==> config.mk <==
export PLATFORM = sky130hd
export DESIGN_NAME = pipe_stage_skid_reg
export DESIGN_NICKNAME = d
export VERILOG_FILES = /design/src/rtl/pipe_stage_skid_reg.sv
export SDC_FILE = /design/constraint.sdc
export NUM_CORES = 1
export LEC_CHECK = 0
export ABC_AREA = 1
export CAP_MARGIN = 15
export CORE_UTILIZATION = 55
export CTS_BUF_LIST = sky130_fd_sc_hd__clkbuf_16
export CTS_CLUSTER_SIZE = 28
export DETAILED_ROUTE_END_ITERATION = 10
export PLACE_DENSITY = 0.91
export SYNTH_ARGS = -nofsm -noshare
export SYNTH_HDL_FRONTEND = slang
export SYNTH_SLANG_ARGS = --single-unit
==> constraint.sdc <==
create_clock -name clk -period 2.5 [get_ports clk]
set_input_delay 0.25 -clock clk [delete_from_list [all_inputs] [get_ports clk]]
set_output_delay 0.25 -clock clk [all_outputs]
set_load 0.05 [all_outputs]
==> src/rtl/pipe_stage_skid_reg.sv <==
// Pipeline stage register with a 2-entry skid buffer between two CPU stages.
//
// Carries one instruction slot (instr, pc, wreg, NCH data channels of DW bits).
// The upstream and downstream sides use a valid/ready handshake. in_ready is
// driven only from registered state, so downstream back-pressure never creates
// a combinational path back to upstream.
//
// Ports:
//   clk        rising-edge clock
//   reset      asynchronous active-low reset
//   req        exception request: drops all entries, presents an EXC_VECTOR bubble
//   flush      drops all entries, presents an all-zero bubble
//   in_valid   upstream offers a slot
//   in_ready   this stage can accept (no skid entry held)
//   in_instr   instruction word
//   in_pc      instruction pc
//   in_wreg    destination register number
//   in_data    payload; channel k occupies bits [k*DW +: DW]
//   out_valid  output slot valid
//   out_ready  downstream accepts
//   out_instr  registered output fields, same layout as the inputs
//   out_pc
//   out_wreg
//   out_data
//   occ        number of held valid entries (0..2)

module pipe_stage_skid_reg #(
    parameter int unsigned DW         = 32,
    parameter int unsigned NCH        = 3,
    parameter int unsigned RW         = 5,
    parameter logic [31:0] EXC_VECTOR = 32'h00004180
) (
    input  logic              clk,
    input  logic              reset,
    input  logic              req,
    input  logic              flush,
    input  logic              in_valid,
    output logic              in_ready,
    input  logic [31:0]       in_instr,
    input  logic [31:0]       in_pc,
    input  logic [RW-1:0]     in_wreg,
    input  logic [NCH*DW-1:0] in_data,
    output logic              out_valid,
    input  logic              out_ready,
    output logic [31:0]       out_instr,
    output logic [31:0]       out_pc,
    output logic [RW-1:0]     out_wreg,
    output logic [NCH*DW-1:0] out_data,
    output logic [1:0]        occ
);

    localparam int unsigned PW = NCH * DW;

    typedef struct packed {
        logic [31:0]   instr;
        logic [31:0]   pc;
        logic [RW-1:0] wreg;
        logic [PW-1:0] data;
    } slot_t;

    // Main entry (drives the outputs) and skid entry.
    slot_t m_q, m_d;
    slot_t s_q, s_d;
    logic  m_valid_q, m_valid_d;
    logic  s_valid_q, s_valid_d;

    slot_t in_slot;
    logic  acc;
    logic  drain;

    assign in_slot = '{instr: in_instr, pc: in_pc, wreg: in_wreg, data: in_data};

    assign in_ready  = ~s_valid_q;
    assign acc       = in_valid & in_ready;
    assign drain     = m_valid_q & out_ready;

    assign out_valid = m_valid_q;
    assign out_instr = m_q.instr;
    assign out_pc    = m_q.pc;
    assign out_wreg  = m_q.wreg;
    assign out_data  = m_q.data;
    assign occ       = {1'b0, m_valid_q} + {1'b0, s_valid_q};

    always_comb begin
        m_d       = m_q;
        s_d       = s_q;
        m_valid_d = m_valid_q;
        s_valid_d = s_valid_q;

        if (req) begin
            // Bubble carrying the exception vector; the offered slot is squashed.
            m_d       = '0;
            m_d.pc    = EXC_VECTOR;
            s_d       = '0;
            m_valid_d = 1'b0;
            s_valid_d = 1'b0;
        end else if (flush) begin
            m_d       = '0;
            s_d       = '0;
            m_valid_d = 1'b0;
            s_valid_d = 1'b0;
        end else if (!m_valid_q || (drain && !s_valid_q)) begin
            // Main slot is free this cycle; an invalid entry keeps stale fields.
            m_valid_d = acc;
            if (acc) begin
                m_d = in_slot;
            end
        end else if (drain) begin
            // Skid is valid here, so in_ready was 0 and acc cannot be set.
            m_d       = s_q;
            m_valid_d = 1'b1;
            s_valid_d = 1'b0;
        end else if (acc) begin
            // Main is stalled: park the new slot in the skid entry.
            s_d       = in_slot;
            s_valid_d = 1'b1;
        end
    end

    always_ff @(posedge clk or negedge reset) begin
        if (!reset) begin
            m_q       <= '0;
            s_q       <= '0;
            m_valid_q <= 1'b0;
            s_valid_q <= 1'b0;
        end else begin
            m_q       <= m_d;
            s_q       <= s_d;
            m_valid_q <= m_valid_d;
            s_valid_q <= s_valid_d;
        end
    end

endmodule

==> results.toml <==
[outcome]
status = "complete, no violations"

[route]
drc = 0
routed_via_density = 5.63
vias = 16000
wl_per_cell_um = 17.0
ant_nets = 0
routed_wirelength_um = 48100
dr.pass1.iters = 7
dr.first_iter.drc_count = 2163

[clock_network]
clk_path_buf_depth = 3
h-tree-depth = 2
clock_latency_ns = 0.51
clock-root-buffer = "clkbuf_16"
clkSinkCount = 332
cts-buffers-inserted = 37
cts-resized-gates = 0
clk_pin_slew_worst_paths_ns = 0.07
cts_tree = "built"

[logic_synthesis]
synthMuxAreaShare_pct = 0
synth_xor_area_share_pct = 0
netlist_area_mm2 = 0.0160
yosys.area.top_type = "dfrtp_1"
synth_top_area_share_pct = 51.9
syn_inst = 2167
synth_fp_nets = 2339
synth-seq-cells = 332
synth-adder-area-share_pct = 0.0781
yosys.area_share.simple_pct = 33.9
synth_cell_types = 20
synth-compound-area-share_pct = 5.26
synth_seq_area_share_pct = 51.9
syn_avg_cell_area_um2 = 7.39
ys_warn_count = 0
ys_top_cells_by_area = "dfrtp_1 (52%), nand2_1 (16%), nand3_1 (10%)"
synth_top_family_by_area = "simple AND/OR/NAND/NOR gates"

[grt]
antenna_found_initial = 8
grt_max_degree = 166
grt_pass1_wl_um = 78500
grtUsageMet3_pct = 6.77
grt_pass1_vias = 15300
busiest_layer = "met2"
grtUsageMet1_pct = 40.4
gr-usage-all-layers_pct = 32.1
grt_overflow = 0
grtUsageMet2_pct = 52.5

[floorplanning]
dieArea_mm2 = 0.0298
core-area_mm2 = 0.0287
fp.dieW_um = 173
initial_core_util_pct = 55.8
fp-row-count = 62
die_y_um = 173
io_pins = 340

[finish]
fillers = 2018
area_delta_synth_final_pct = 31.2
num-nets-final = 2590
regArea_mm2 = 0.00831
multiInputGateArea_mm2 = 0.00632
drive_above_1_share_pct = 4.21

[sta]
tns_ns = 0
fmax_mhz = 445
setup_violations = 0
rsz0062_at_grt = "no"
min_period_ns = 2.25
skew_ns = 0.0287
tightest_slew_ns = 0.798
hold_viol = 0
period_share_pct = 89.9
timing.slew.headroom_pct = 46.8
timing.final.max_slew_violations = 0

[worst_setup_path]
crit_path_max_fanout = 4
cp.arrival_ns = 2.00
crit_type = "reg2out"
start_kind = "register"
required_ns = 2.25
worstSetupEndpointType = "output pin"

[place]
portBuffers = 339
gp_congestion = 0.877
hpwl_um = 29200

[power]
ir_drop_mv = 0.525
power_leakage_uw = 0.00959
power_density_mw_per_mm2 = 643
power_uw = 13500

[min_path]
hold_class = "in2async"

[job]
drv_cap = 0
-- placed cells by master, fill, tap and decap left out, drive strengths merged --
cell / synthesis / final
ha: 1 / 1
clkbuf: 46 / 37
nor2: 325 / 325
bufinv: 0 / 8
a21oi: 2 / 2
clkinv: 0 / 11
o21ai: 162 / 162
o22ai: 3 / 3
nand4: 1 / 1
clkinvlp: 0 / 1
diode: 0 / 7
nand3: 331 / 331
nand2: 674 / 674
buf: 115 / 37
dlygate4sd3: 0 / 1
dfrtp: 332 / 332
inv: 175 / 183
clkdlybuf4s50: 0 / 335
-- final cells by class --
class / count / area share [%]
Antenna cell: 7 / 0.0833
Inverter: 175 / 3.15
Sequential cell: 332 / 39.5
Timing Repair Buffer: 373 / 18.8
Tap cell: 384 / 2.29
Multi-Input combinational cell: 1499 / 30.1
Clock inverter: 28 / 1.61
Clock buffer: 37 / 4.40
-- what timing repair did --
item / in CTS / in global routing
hold endpoints to repair: 59 / 0
hold buffers: 1 / 0
setup buffers: 0 / 0
-- worst max-delay path, cell delays in order, from the launching register on --
cell             delay (ns)
dfrtp_1                0.45
inv_2                  0.15
clkdlybuf4s50_1        0.88
-- per-stage QoR --
step	setup slack, ns	hold WS [ns]	std cells	util, %	cell area (um2)
6_report	0.251	0.307	2835	73.2	21000
5_1_grt	0.213	0.349	2835	73.2	21000
4_1_cts	0.255	0.318	2828	73.2	21000
3_5_place_dp	0.320	0.252	2762	68.7	19700
3_3_place_gp	0.377	0.245	2762	68.7	19700
2_1_floorplan	0.776	-0.0456	2167	-	16000
-- layer usage --
metal  vias up  routed length [um]
li1       7245                   -
met1      7504               17900
met2      1032               23300
met3       189                4420
met4         2                2410
met5         -                  17
-- registers in the layout (all words and copies together), names as in the netlist --
register,count
s_valid_q,1
out_wreg,5
out_pc,32
out_instr,32
out_data,96
s_q,165
out_valid,1
-- synth_stat cells --
library cell,n
dfrtp_1,332
a21oi_2,1
nand2_4,1
buf_2,101
nor2_2,1
inv_1,172
nand4_1,1
o21ai_1,3
buf_1,3
clkbuf_1,46
inv_2,3
buf_4,11
nand2_2,2
o22ai_1,3
nand3_1,331
o21ai_0,159
ha_1,1
nand2_1,671
nor2_1,324
a21oi_1,1
-- final timing paths --
check	from	endpoint	slack (ns)	cells after the start
setup / recovery	s_valid_q$_DFFE_PN0P_	in_ready	0.25	2
hold / removal	reset	s_q[82]$_DFFE_PN0P_	0.31	2
setup reg to reg	out_valid$_DFFE_PN0P_	out_data[6]$_DFFE_PN0P_	0.48	7
hold reg to reg	out_pc[5]$_DFFE_PN0P_	out_pc[5]$_DFFE_PN0P_	0.47	2
max in group asynchronous	reset	out_pc[27]$_DFFE_PN0P_	1.39	3
min in group clk	in_pc[7]	s_q[108]$_DFFE_PN0P_	0.35	3
-- power breakdown --
part           total, uW  switching, uW  internal [uW]
combinational       2120           1380            744
clock               5750           2220           3520
sequential          5650            114           5530
-- cells by family (layout without fill, tap and decap cells) --
logic type	count (synthesis)	after routing
DFF	332	332
adders and majority gates	1	1
and+or+nand+nor	1331	1331
buffers and inverters	336	613
other	0	7
AOI/OAI and AO/OA	167	167
Note: power is estimated with default switching activity, not from simulation.
